## config.mk

```make
export PLATFORM = sky130hd
export DESIGN_NAME = schmidl_cox_sync_ctrl
export DESIGN_NICKNAME = d
export VERILOG_FILES = /design/src/rtl/schmidl_cox_sync_ctrl.sv
export SDC_FILE = /design/constraint.sdc
export NUM_CORES = 1
export LEC_CHECK = 0
export BUFFER_PORTS_ARGS = -buffer_cell sky130_fd_sc_hd__buf_4
export CAP_MARGIN = 5
export CORE_UTILIZATION = 25
export DETAILED_ROUTE_END_ITERATION = 8
export GPL_TIMING_DRIVEN = 0
export PLACE_DENSITY = 0.45
export SYNTH_ARGS = -nofsm -noshare
export SYNTH_HDL_FRONTEND = slang
export SYNTH_SLANG_ARGS = --single-unit
export TNS_END_PERCENT = 1
```

## constraint.sdc

```tcl
create_clock -name clk -period 5.91 [get_ports clk]
set_input_delay 1.182 -clock clk [delete_from_list [all_inputs] [get_ports clk]]
set_output_delay 1.182 -clock clk [all_outputs]
set_load 0.005 [all_outputs]
```

## src/rtl/schmidl_cox_sync_ctrl.sv

```systemverilog
// Schmidl-Cox packet-detect sequencer: turns the plateau/phase stream into
// per-sample frame control flags plus a latched CFO phase increment.
module schmidl_cox_sync_ctrl #(
    parameter int BASE        = 0,
    parameter int PHASE_SHIFT = 5,
    parameter int CNT_W       = 16
) (
    input  logic        clk,
    input  logic        aresetn,
    input  logic        clear,
    input  logic        set_stb,
    input  logic [7:0]  set_addr,
    input  logic [31:0] set_data,
    input  logic [31:0] i_tdata,
    input  logic        i_tlast,
    input  logic        i_tvalid,
    output logic        i_tready,
    output logic [31:0] o_tdata,
    output logic        o_tlast,
    output logic        o_tvalid,
    input  logic        o_tready,
    output logic [15:0] frame_cnt,
    output logic        locked
);

    typedef enum logic [2:0] {
        S_SEARCH,
        S_CONFIRM,
        S_WAIT_FIRST,
        S_FRAME,
        S_HOLDOFF
    } state_t;

    localparam logic [7:0] ADDR_DELAY   = 8'(BASE);
    localparam logic [7:0] ADDR_SYM_LEN = 8'(BASE + 1);
    localparam logic [7:0] ADDR_NSYMS   = 8'(BASE + 2);
    localparam logic [7:0] ADDR_HOLDOFF = 8'(BASE + 3);
    localparam logic [7:0] ADDR_CTRL    = 8'(BASE + 4);
    localparam logic [CNT_W-1:0] ONE    = {{(CNT_W-1){1'b0}}, 1'b1};

    // Live settings registers
    logic [CNT_W-1:0] r_delay, r_sym_len, r_num_syms, r_holdoff, r_min_plat;
    logic             r_enable;

    // Per-packet snapshot of the settings (zero lengths already mapped to 1)
    logic [CNT_W-1:0] r_a_delay, r_a_sym_len, r_a_num_syms, r_a_holdoff, r_a_min_plat;

    // FSM state, counters and phase tracking
    state_t           r_state, w_state_nxt;
    logic [CNT_W-1:0] r_pcnt, r_cnt, r_samp, r_sym;
    logic [CNT_W-1:0] w_pcnt_nxt, w_cnt_nxt, w_samp_nxt, w_sym_nxt;
    logic [15:0]      r_phase, r_phase_inc, r_frame_cnt;
    logic [15:0]      w_phase_nxt, w_phase_inc_nxt, w_frame_cnt_nxt;
    logic             w_snapshot;

    // Per-beat control flags and the frame position of the current beat
    logic             w_sof, w_sos, w_eob, w_active, w_frame_beat;
    logic [CNT_W-1:0] w_pos_samp, w_pos_sym;

    logic             w_beat, w_flag;
    logic [15:0]      w_phase_shifted;
    logic             w_unused;

    assign i_tready        = ~o_tvalid | o_tready;
    assign w_beat          = i_tvalid & i_tready;
    assign w_flag          = i_tdata[31];
    assign w_phase_shifted = 16'($signed(r_phase) >>> PHASE_SHIFT);
    assign locked          = (r_state == S_WAIT_FIRST) || (r_state == S_FRAME);
    assign frame_cnt       = r_frame_cnt;
    assign w_unused        = &{1'b0, i_tdata[30:16], set_data[30:CNT_W]};

    // Settings bus writes; these survive a synchronous clear
    always_ff @(posedge clk or negedge aresetn) begin
        if (!aresetn) begin
            r_delay    <= '0;
            r_sym_len  <= CNT_W'(80);
            r_num_syms <= ONE;
            r_holdoff  <= '0;
            r_min_plat <= CNT_W'(16);
            r_enable   <= 1'b0;
        end else if (set_stb) begin
            case (set_addr)
                ADDR_DELAY:   r_delay    <= set_data[CNT_W-1:0];
                ADDR_SYM_LEN: r_sym_len  <= set_data[CNT_W-1:0];
                ADDR_NSYMS:   r_num_syms <= set_data[CNT_W-1:0];
                ADDR_HOLDOFF: r_holdoff  <= set_data[CNT_W-1:0];
                ADDR_CTRL: begin
                    r_min_plat <= set_data[CNT_W-1:0];
                    r_enable   <= set_data[31];
                end
                default: ;
            endcase
        end
    end

    // Next-state logic: disable aborts at once, otherwise the FSM moves only on beats
    always_comb begin
        w_state_nxt     = r_state;
        w_pcnt_nxt      = r_pcnt;
        w_cnt_nxt       = r_cnt;
        w_samp_nxt      = r_samp;
        w_sym_nxt       = r_sym;
        w_phase_nxt     = r_phase;
        w_phase_inc_nxt = r_phase_inc;
        w_frame_cnt_nxt = r_frame_cnt;
        w_snapshot      = 1'b0;
        w_sof           = 1'b0;
        w_sos           = 1'b0;
        w_eob           = 1'b0;
        w_active        = 1'b0;
        w_frame_beat    = 1'b0;
        w_pos_samp      = r_samp;
        w_pos_sym       = r_sym;
        if (!r_enable) begin
            w_state_nxt = S_SEARCH;
            w_pcnt_nxt  = '0;
            w_cnt_nxt   = '0;
            w_samp_nxt  = '0;
            w_sym_nxt   = '0;
        end else if (w_beat) begin
            case (r_state)
                S_SEARCH: begin
                    if (w_flag) begin
                        w_state_nxt = S_CONFIRM;
                        w_pcnt_nxt  = ONE;
                        w_phase_nxt = i_tdata[15:0];
                        w_snapshot  = 1'b1;
                    end
                end
                S_CONFIRM: begin
                    if (w_flag) begin
                        if (r_pcnt != '1) w_pcnt_nxt = r_pcnt + ONE;
                        w_phase_nxt = i_tdata[15:0];
                    end else if (r_pcnt >= r_a_min_plat) begin
                        w_phase_inc_nxt = w_phase_shifted;
                        if (r_a_delay == '0) begin
                            w_sof        = 1'b1;
                            w_frame_beat = 1'b1;
                            w_pos_samp   = '0;
                            w_pos_sym    = '0;
                        end else begin
                            w_state_nxt = S_WAIT_FIRST;
                            w_cnt_nxt   = ONE;
                        end
                    end else begin
                        w_state_nxt = S_SEARCH;
                        w_pcnt_nxt  = '0;
                    end
                end
                S_WAIT_FIRST: begin
                    if (r_cnt == r_a_delay) begin
                        w_sof        = 1'b1;
                        w_frame_beat = 1'b1;
                        w_pos_samp   = '0;
                        w_pos_sym    = '0;
                    end else begin
                        w_cnt_nxt = r_cnt + ONE;
                    end
                end
                S_FRAME: w_frame_beat = 1'b1;
                S_HOLDOFF: begin
                    if (r_cnt == r_a_holdoff) begin
                        w_state_nxt = S_SEARCH;
                        w_cnt_nxt   = '0;
                    end else begin
                        w_cnt_nxt = r_cnt + ONE;
                    end
                end
                default: w_state_nxt = S_SEARCH;
            endcase
            if (w_frame_beat) begin
                w_active    = 1'b1;
                w_sos       = (w_pos_samp == '0);
                w_state_nxt = S_FRAME;
                w_cnt_nxt   = '0;
                if (w_pos_samp == r_a_sym_len - ONE) begin
                    w_samp_nxt = '0;
                    if (w_pos_sym == r_a_num_syms - ONE) begin
                        w_eob           = 1'b1;
                        w_frame_cnt_nxt = r_frame_cnt + 16'd1;
                        w_sym_nxt       = '0;
                        if (r_a_holdoff == '0) begin
                            w_state_nxt = S_SEARCH;
                        end else begin
                            w_state_nxt = S_HOLDOFF;
                            w_cnt_nxt   = ONE;
                        end
                    end else begin
                        w_sym_nxt = w_pos_sym + ONE;
                    end
                end else begin
                    w_samp_nxt = w_pos_samp + ONE;
                    w_sym_nxt  = w_pos_sym;
                end
            end
        end
    end

    // State, counter and phase registers; clear returns them to their reset values
    always_ff @(posedge clk or negedge aresetn) begin
        if (!aresetn) begin
            r_state      <= S_SEARCH;
            r_pcnt       <= '0;
            r_cnt        <= '0;
            r_samp       <= '0;
            r_sym        <= '0;
            r_phase      <= '0;
            r_phase_inc  <= '0;
            r_frame_cnt  <= '0;
            r_a_delay    <= '0;
            r_a_sym_len  <= ONE;
            r_a_num_syms <= ONE;
            r_a_holdoff  <= '0;
            r_a_min_plat <= ONE;
        end else if (clear) begin
            r_state     <= S_SEARCH;
            r_pcnt      <= '0;
            r_cnt       <= '0;
            r_samp      <= '0;
            r_sym       <= '0;
            r_phase     <= '0;
            r_phase_inc <= '0;
            r_frame_cnt <= '0;
        end else begin
            r_state     <= w_state_nxt;
            r_pcnt      <= w_pcnt_nxt;
            r_cnt       <= w_cnt_nxt;
            r_samp      <= w_samp_nxt;
            r_sym       <= w_sym_nxt;
            r_phase     <= w_phase_nxt;
            r_phase_inc <= w_phase_inc_nxt;
            r_frame_cnt <= w_frame_cnt_nxt;
            if (w_snapshot) begin
                r_a_delay    <= r_delay;
                r_a_sym_len  <= (r_sym_len == '0) ? ONE : r_sym_len;
                r_a_num_syms <= (r_num_syms == '0) ? ONE : r_num_syms;
                r_a_holdoff  <= r_holdoff;
                r_a_min_plat <= (r_min_plat == '0) ? ONE : r_min_plat;
            end
        end
    end

    // Single output stage: load on a beat, release once downstream takes it
    always_ff @(posedge clk or negedge aresetn) begin
        if (!aresetn) begin
            o_tvalid <= 1'b0;
            o_tdata  <= '0;
            o_tlast  <= 1'b0;
        end else if (clear) begin
            o_tvalid <= 1'b0;
            o_tdata  <= '0;
            o_tlast  <= 1'b0;
        end else if (w_beat) begin
            o_tvalid <= 1'b1;
            o_tdata  <= {w_sof, w_sos, w_eob, w_active, 12'h000, w_phase_inc_nxt};
            o_tlast  <= i_tlast;
        end else if (o_tready) begin
            o_tvalid <= 1'b0;
        end
    end

endmodule

```

# Word level (Yosys, flattened, before mapping)
# Index checks and enable logic that the tools add are counted.
# word_totals
wordCells	200
inputBits	79
output_inout_bits	52
ff_bits	310
# op_classes
order_cmp	1
add_sub_neg	7
reduce_logical	31
n_eq_ne	28
bitwise_logic	4
muxes	107
# op_table
op	n
$mux 16	59
$logic_not 16->1	6
$pmux 16 s2	3
$add 16x1->16 const B	5
$eq 16x16->1	4
$mux 32	2
$pmux 16 s3	1
$mux 3	12
$ne 5x5->1 const B	7
$sub 16x1->16 const B	2
$mux 1	27
$eq 8x2->1 const B	2
$ge 16x16->1	1
$ne 16x16->1 const B	1
$reduce_and 2->1	7
$reduce_bool 2->1	7
$pmux 3 s4	1
$reduce_and 6->1	2
$reduce_and 5->1	2
$eq 8x1->1 const B	1
$eq 8x3->1 const B	1
$logic_not 8->1	1
$eq 3x2->1 const B	2
$ne 3x2->1 const B	2
other kinds (18)	20

# Depth between registers and ports, before layout
# Gate-level depths: netlist (run 1).
# logic_depth
word_depth	14
ltp_mapped	20
ltp_nobuf	18

# Least setup slack after synthesis (run 1)
# Ideal clock, no wire load.
# synth_path
kind	in2reg
from	input port i_tdata[31]
to	register r_samp[14]
slack_ns	1.898
setup_time_ns	0.133
required_ns	5.777
arrival_time_ns	3.878
path_buffers	3
cell_stages	17
cell_sequence	clkbuf_1 > nor3_1 > o31a_1 > clkbuf_1 > nor2_1 > clkbuf_1 > nand2_1 > inv_1 > ha_1 > and3_1 > nand2_1 > nor4_1 > and3_1 > and4_1 > and3_1 > xnor2_1 > o21ai_0
# synth_via
elab_chain_cells	10
elab_cells_between_ends	17
cone_classes	add/sub (1); eq/ne (2); mux (13); reduce/logical (1)
# synth_rtl
item	line	rtl
from (decl)	14	input logic [31:0] i_tdata,
$mux 16	131	if (w_flag) begin
$pmux 16 s2	121	case (r_state)
$mux 16	120	end else if (w_beat) begin
$mux 16	114	if (!r_enable) begin
$add 16x1->16 or $eq 16x16->1 (tied branches)	192, 176	
$mux 16	176	if (w_pos_samp == r_a_sym_len - ONE) begin
$mux 16	171	if (w_frame_beat) begin
$mux 16	120	
$mux 16	114	
$mux 16	215	end else if (clear) begin
to (signal assigned)	228	r_samp <= w_samp_nxt;
to (decl)	50	logic [CNT_W-1:0] r_pcnt, r_cnt, r_samp, r_sym;
# Parallel ways exist; a longest one is shown, timed or not. The select of a mux whose other input is x is not followed.
# A chain may end at the register's enable or synchronous reset.

# Worst setup path after layout (run 1)
# layout_path
from	register r_state[1]
to	register r_samp[6]
# layout_via
elab_chain_cells	10
elab_cells_between_ends	18
cone_classes	add/sub (1); eq/ne (5); mux (11); reduce/logical (1)
# layout_rtl
item	line	rtl
from (decl)	49	state_t r_state, w_state_nxt;
from (signal assigned)	225	r_state <= w_state_nxt;
$eq 3x2->1 or $eq 3x1->1 (tied branches)	121	
$pmux 16 s2	121	
$mux 16	120	
$mux 16	114	
$add 16x1->16 or $eq 16x16->1 (tied branches)	192, 176	
$mux 16	176	
$mux 16	171	
$mux 16	120	
$mux 16	114	
$mux 16	215	
# Parallel ways exist; a longest one is shown, timed or not. The select of a mux whose other input is x is not followed.

==> impl_metrics.env, run 1 <==
export IMPL_synth_compound_area_share_pct=10.9
export IMPL_dr_total_vias=12000
export IMPL_synth_commonest_cells="286 x dfrtp_1, 159 x mux2_2, 144 x nand2_1"
export IMPL_cp_end_kind="flop"
export IMPL_timing_max_cap_violations=0
export IMPL_worstMarginPinSlew_ns=1.29
export IMPL_dpl_hpwl_um=33500
export IMPL_ant_nets=0
export IMPL_htree_levels=2
export IMPL_synth_edf_count=0
export IMPL_core_um2=60800
export IMPL_vdd_drop_max_mv=0.171
export IMPL_route_detailed_drc=0
export IMPL_multi_input_area_um2=7640
export IMPL_post_route_min_period_ns=5.26
export IMPL_drv_slew=0
export IMPL_cp_max_fo=10
export IMPL_synth_xor_area_share_pct=4.82
export IMPL_cts_repair_resized=0
export IMPL_fillers=6365
export IMPL_setup_tns_final_ns=0
export IMPL_synth_largest_area_cell="dfrtp_1"
export IMPL_worst_ep_required_time_ns=6.36
export IMPL_timing_rr_end="r_samp[6]"
export IMPL_top_register="o_tdata"
export IMPL_async_flop_share_pct=100
export IMPL_die_x_um=251
export IMPL_synth_most_common_cell="dfrtp_1"
export IMPL_yosysWarnings=0
export IMPL_worstSetupPathType="flop to flop"
export IMPL_totalWireLength_um=46100
export IMPL_cp_arrival_ns=5.70
export IMPL_r2r_slack_ns=0.65
export IMPL_muxShareOfSynthArea_pct=12.3
export IMPL_grtUsageTotal_pct=14.8
export IMPL_clock_sinks=293
export IMPL_seq_area_frac_synth_pct=47.4
export IMPL_whs_path_depth=2
export IMPL_postCtsSetupRepairBufs=0
export IMPL_clock_skew_ns=0.0197
export IMPL_area_delta_synth_final_pct=18.4
export IMPL_io_buffers=82
export IMPL_drive_gt1_share_pct=20.3
export IMPL_numCtsBuffers=36
export IMPL_register_area_um2=7340
export IMPL_synth_area_per_cell_um2=10.3
export IMPL_start_util_pct=25.5
export IMPL_fin_nets=1746
export IMPL_min_from="r_a_min_plat[0]"
export IMPL_power_total_mw=4.78
export IMPL_reg2reg_from="r_state[1]"
export IMPL_timing_hold_ws_ns=0.481
export IMPL_rsz0062_at_grt="no"
export IMPL_status="finished clean"
export IMPL_hold_buffers=0
export IMPL_dieArea_um2=62900
export IMPL_hold_path_class="flop to flop"
export IMPL_finalCritPeriodShare_pct=88.9
export IMPL_worst_r2r_path_depth=13
export IMPL_synthFlopType="dfrtp_1"
export IMPL_synth_ff_latch_count=293
export IMPL_antenna_found_initial=0
export IMPL_first_iter_violations=683
export IMPL_wl_per_cell_um=18.8
export IMPL_startpoint_type="flop"
export IMPL_overflow=0
export IMPL_p_per_area_nw_per_um2=260
export IMPL_syn_inst=1509
export IMPL_cts_tree="done"
export IMPL_largest_reg_flops=20
export IMPL_synthSimpleGateAreaFrac_pct=19.1
export IMPL_first_pass_iters=5
export IMPL_ys_types=79
export IMPL_insertedDiodeCount=0
export IMPL_synth_top_family_by_area="simple AND/OR/NAND/NOR gates"
export IMPL_finalWeightedCongestion=0.817
export IMPL_power_leakage_nw=8.48
export IMPL_synth_area_top_cells="dfrtp_1 46%, mux2_2 12%, nand2_1 3.5%"
export IMPL_whs_endpoint="r_a_min_plat[0]"
export IMPL_die_h_um=251
export IMPL_slew_headroom_pct=13.9
export IMPL_clock_fmax_ghz=0.190
export IMPL_num_rows=90
export IMPL_grt_max_degree=114
export IMPL_synth_top_area_share_pct=46.2
export IMPL_grt_pass1_wl_um=72600
export IMPL_grt_pass1_vias=12000
export IMPL_cts_clk_slew_worst_paths_ns=0.06
export IMPL_cts_root_buf="clkbuf_16"
export IMPL_hold_violations=0
export IMPL_clk_latency_ns=0.54
export IMPL_netlist_area_um2=15500
export IMPL_num_io_pins=131
export IMPL_yosys_area_share_adder_pct=1.94
export IMPL_vias_per_cell=4.89
export IMPL_finalSetupViolations=0
export IMPL_clockBufferDepth=3
==> critical path: stages, from the launching register on <==
cell and delay [ns]:
dfrtp_1 0.31, clkbuf_1 0.32, nor3b_1 0.81, nand4_1 0.17
nor3_1 0.56, nand2_1 0.26, clkbuf_1 0.33, a31oi_1 0.40
nand2_1 0.31, nor2_1 0.67, o21ai_0 0.35, clkbuf_1 0.31
o21ai_0 0.23, o2bb2ai_1 0.13
==> cell usage in the layout, fill, tap and decap left out, types with 12 or more instances in the layout <==
| cell type | n |
|---|---|
| a21oi_1 | 58 |
| and3_1 | 48 |
| buf_4 | 94 |
| clkbuf_1 | 78 |
| clkbuf_16 | 37 |
| conb_1 | 12 |
| dfrtp_1 | 286 |
| ha_1 | 24 |
| inv_1 | 33 |
| mux2_2 | 159 |
| mux2i_1 | 12 |
| nand2_1 | 144 |
| nand2b_1 | 24 |
| nand3_1 | 40 |
| nand3b_1 | 18 |
| nand4_1 | 34 |
| nor2_1 | 83 |
| nor3_1 | 24 |
| nor4_1 | 39 |
| o21ai_0 | 93 |
| o31ai_1 | 13 |
| or3_1 | 23 |
| or4_1 | 13 |
| xnor2_1 | 36 |
| xor2_1 | 36 |
==> cell families after synthesis <==
group / after synthesis
simple gates: 550
flops: 293
compound gates: 268
mux: 171
buf+inv: 125
xor+xnor: 77
fa+ha+maj: 24
other cells: 1
==> how the worst max path moves through the flow <==
stage                      startpoint       endpoint  slack (ns)  cells after the start
after CTS                  r_state[1]      r_samp[6]        0.59                     13
final                      r_state[1]      r_samp[6]        0.65                     13
after global routing       r_state[1]     r_samp[12]        0.12                     13
after floorplan           i_tdata[31]     r_samp[14]        1.90                     17
after global placement     r_state[1]  frame_cnt[15]        0.55                     12
after detailed placement   r_state[1]      r_samp[6]        0.61                     13
==> stage by stage <==
| stage | util [%] | area (um2) | std cells | setup WS, ns |
|---|---|---|---|---|
| floorplan | - | 15500 | 1520 | 1.90 |
| CTS | 30.2 | 18300 | 2449 | 0.590 |
| finish | 30.2 | 18300 | 2449 | 0.653 |
| global placement | 28.2 | 17100 | 2384 | 0.549 |
| global route | 30.2 | 18300 | 2449 | 0.115 |
| detailed placement | 28.3 | 17200 | 2387 | 0.611 |
==> cell type report <==
cell class              instances  area share, %
multi-input cells            1102           41.6
flip-flops and latches        293           40.0
clock buffers                  54           5.56
well taps                     782           5.33
repair buffers                 85           3.72
plain buffers                  92           2.31
clock inverters                 8          0.730
inverters                      33          0.675
==> power by group <==
group	switching, mW	internal (mW)	total, mW	leakage [nW]
Clock	0.869	1.33	2.20	0.562
Combinational	0.322	0.187	0.510	3.87
Sequential	0.0262	2.05	2.07	4.05
==> metal layers <==
metal	part of all wire [%]	track usage, %	vias to the layer above
li1	-	-	5760
met1	48	20.6	5913
met2	46	23.7	230
met3	3.6	2.08	61
met4	2.1	4.11	0
met5	0	0	-
No activity file was read; power rests on OpenSTA's default activity.
==> run 2, diff against run 1 <==
--- a/config.mk
+++ b/config.mk
@@ -8,6 +8,7 @@
 export BUFFER_PORTS_ARGS = -buffer_cell sky130_fd_sc_hd__buf_4
 export CAP_MARGIN = 5
 export CORE_UTILIZATION = 25
+export CTS_BUF_LIST = sky130_fd_sc_hd__clkbuf_8
 export DETAILED_ROUTE_END_ITERATION = 8
 export GPL_TIMING_DRIVEN = 0
 export PLACE_DENSITY = 0.45
==> run 2 against run 1 <==
Maximum frequency decreased by 1.4%. Via count up 1.6%. Global-route usage is 0.13 points higher. Count of clock-buffer cells in the layout is 5 higher. Critical path depth unchanged. Worst setup slack got worse by 0.074 ns. Cell count increased by 1.1%. Combinational power rose by 0.8%. Design area decreased by 0.99%. Largest cell class unchanged. Largest power group is now registers.
==> impl_metrics.env, run 2 (synthesized netlist as in run 1, its figures left out) <==
export IMPL_status="finished clean"
export IMPL_slew_headroom_pct=15.5
export IMPL_placed_cells=2387
export IMPL_hold_violations=0
export IMPL_grt_max_degree=114
export IMPL_dr_total_vias=12200
export IMPL_pwr_share_comb_pct=11.7
export IMPL_rsz0062_at_grt="no"
export IMPL_cp_arrival_ns=5.86
export IMPL_cp_max_fo=10
export IMPL_stdcell_count=2477
export IMPL_vdd_drop_max_mv=0.139
export IMPL_clock_sinks=293
export IMPL_fillers=6392
export IMPL_worstSetupPathType="flop to flop"
export IMPL_reg2reg_from="r_state[1]"
export IMPL_internal_power_mw=3.18
export IMPL_worst_r2r_path_depth=13
export IMPL_first_iter_violations=714
export IMPL_grt_pass1_vias=12100
export IMPL_timing_rr_end="r_samp[6]"
export IMPL_clock_fmax_ghz=0.188
export IMPL_power_leakage_nw=8.50
export IMPL_endpoint="r_samp[6]"
export IMPL_dieArea_um2=62900
export IMPL_worst_ep_required_time_ns=6.44
export IMPL_timing_hold_ws_ns=0.483
export IMPL_route_detailed_drc=0
export IMPL_most_common_layout_cells="286 x dfrtp_1, 159 x mux2_2, 144 x nand2_1"
export IMPL_hold_buffers=0
export IMPL_totalWireLength_um=46500
export IMPL_postCtsSetupRepairBufs=0
export IMPL_fin_util_pct=29.9
export IMPL_fin_nets=1763
export IMPL_numCtsBuffers=53
export IMPL_cp_end_kind="flop"
export IMPL_drv_slew=0
export IMPL_worstMarginPinSlew_ns=1.26
export IMPL_p_switching_mw=1.21
export IMPL_core_um2=60800
export IMPL_cts_tree="done"
export IMPL_post_place_ws_ns=0.611
export IMPL_num_io_pins=131
export IMPL_timing_max_cap_violations=0
export IMPL_io_buffers=82
export IMPL_p_per_area_nw_per_um2=242
export IMPL_die_x_um=251
export IMPL_wl_per_cell_um=18.8
export IMPL_grt_pass1_wl_um=72900
export IMPL_layout_commonest_cell="dfrtp_1"
export IMPL_vias_per_cell=4.91
export IMPL_dpl_hpwl_um=33500
export IMPL_clk_latency_ns=0.64
export IMPL_r2r_slack_ns=0.58
export IMPL_drive_gt1_share_pct=21.0
export IMPL_htree_levels=2
export IMPL_finalCritPeriodShare_pct=90.2
export IMPL_finalSetupViolations=0
export IMPL_top_register="o_tdata"
export IMPL_grtUsageTotal_pct=14.9
export IMPL_cts_clk_slew_worst_paths_ns=0.06
export IMPL_ant_nets=0
export IMPL_hold_path_class="flop to flop"
export IMPL_antenna_found_initial=2
export IMPL_setup_slack_ns=0.579
export IMPL_power_frac_clock_pct=41.1
export IMPL_setup_tns_final_ns=0
export IMPL_post_route_min_period_ns=5.33
export IMPL_cts_repair_resized=0
export IMPL_start_util_pct=25.5
export IMPL_cts_root_buf="clkbuf_8"
export IMPL_overflow=0
export IMPL_largest_reg_flops=20
export IMPL_cp_startpoint="r_state[1]"
export IMPL_first_pass_iters=5
export IMPL_seqPwrFrac_pct=47.2
export IMPL_num_rows=90
export IMPL_die_h_um=251
export IMPL_startpoint_type="flop"
export IMPL_clockBufferDepth=3
export IMPL_netSwitchingFraction_pct=27.5
export IMPL_clock_skew_ns=0.0356
export IMPL_area_delta_synth_final_pct=17.3
export IMPL_finalWeightedCongestion=0.817
==> run 2: cell count changes in the layout (fill, tap and decap cells not counted), sizes merged <==
cell / delta
clkinv: -1
clkinvlp: +1
clkbuf: +5
inv: +23
bufinv: -2
diode: +2
==> run 2: final cells by class <==
cell class	count	area (um2)	area share (%)
Antenna cell	2	5.00	0.0276
Sequential cell	293	7340	40.4
Clock buffer	59	812	4.47
Inverter	33	124	0.682
Clock inverter	29	155	0.854
Tap cell	782	978	5.39
Buffer	92	423	2.33
Multi-Input combinational cell	1102	7640	42.1
Timing Repair Buffer	85	683	3.76
==> run 2: worst min path at each step <==
stage,startpoint,endpoint,slack (ns),cells past startpoint
global route,r_delay[14],r_a_delay[14],0.52,1
floorplan,r_a_min_plat[0],r_a_min_plat[0],0.46,2
global placement,r_a_min_plat[0],r_a_min_plat[0],0.48,2
finish,r_a_min_plat[0],r_a_min_plat[0],0.48,2
detailed placement,r_a_min_plat[0],r_a_min_plat[0],0.48,2
CTS,r_a_min_plat[0],r_a_min_plat[0],0.49,2
==> run 2: power by group through the flow <==
stage	Clock [mW]	Combinational [mW]	Sequential, mW
after detailed placement	0	0.521	2.11
final	1.80	0.514	2.07
after global placement	0	0.511	2.11
after CTS	1.89	0.522	2.07
after floorplan	0	0.305	2.10
after global routing	1.97	0.563	2.08
==> run 2: metal layers <==
layer  vias up  global-route usage [%]  routed length (um)
met5         -                       0                   0
met4         0                    5.42                1360
met3        84                    2.67                2160
met2       317                    23.5               21200
met1      5957                    20.3               21800
li1       5798                       -                   -
==> run 2: worst max-delay path: stages, from the launching register on <==
cell,delay (ns)
dfrtp_1,0.32
clkbuf_1,0.33
nor3b_1,0.81
nand4_1,0.17
nor3_1,0.56
nand2_1,0.26
clkbuf_1,0.33
a31oi_1,0.41
nand2_1,0.32
nor2_1,0.67
o21ai_0,0.35
clkbuf_1,0.31
o21ai_0,0.24
o2bb2ai_1,0.13
==> run 2: through the flow <==
step | cell area [um2] | power, mW
2_1_floorplan | 15500 | 2.40
3_3_place_gp | 17100 | 2.62
3_5_place_dp | 17200 | 2.63
4_1_cts | 18200 | 4.48
5_1_grt | 18200 | 4.60
6_report | 18200 | 4.39
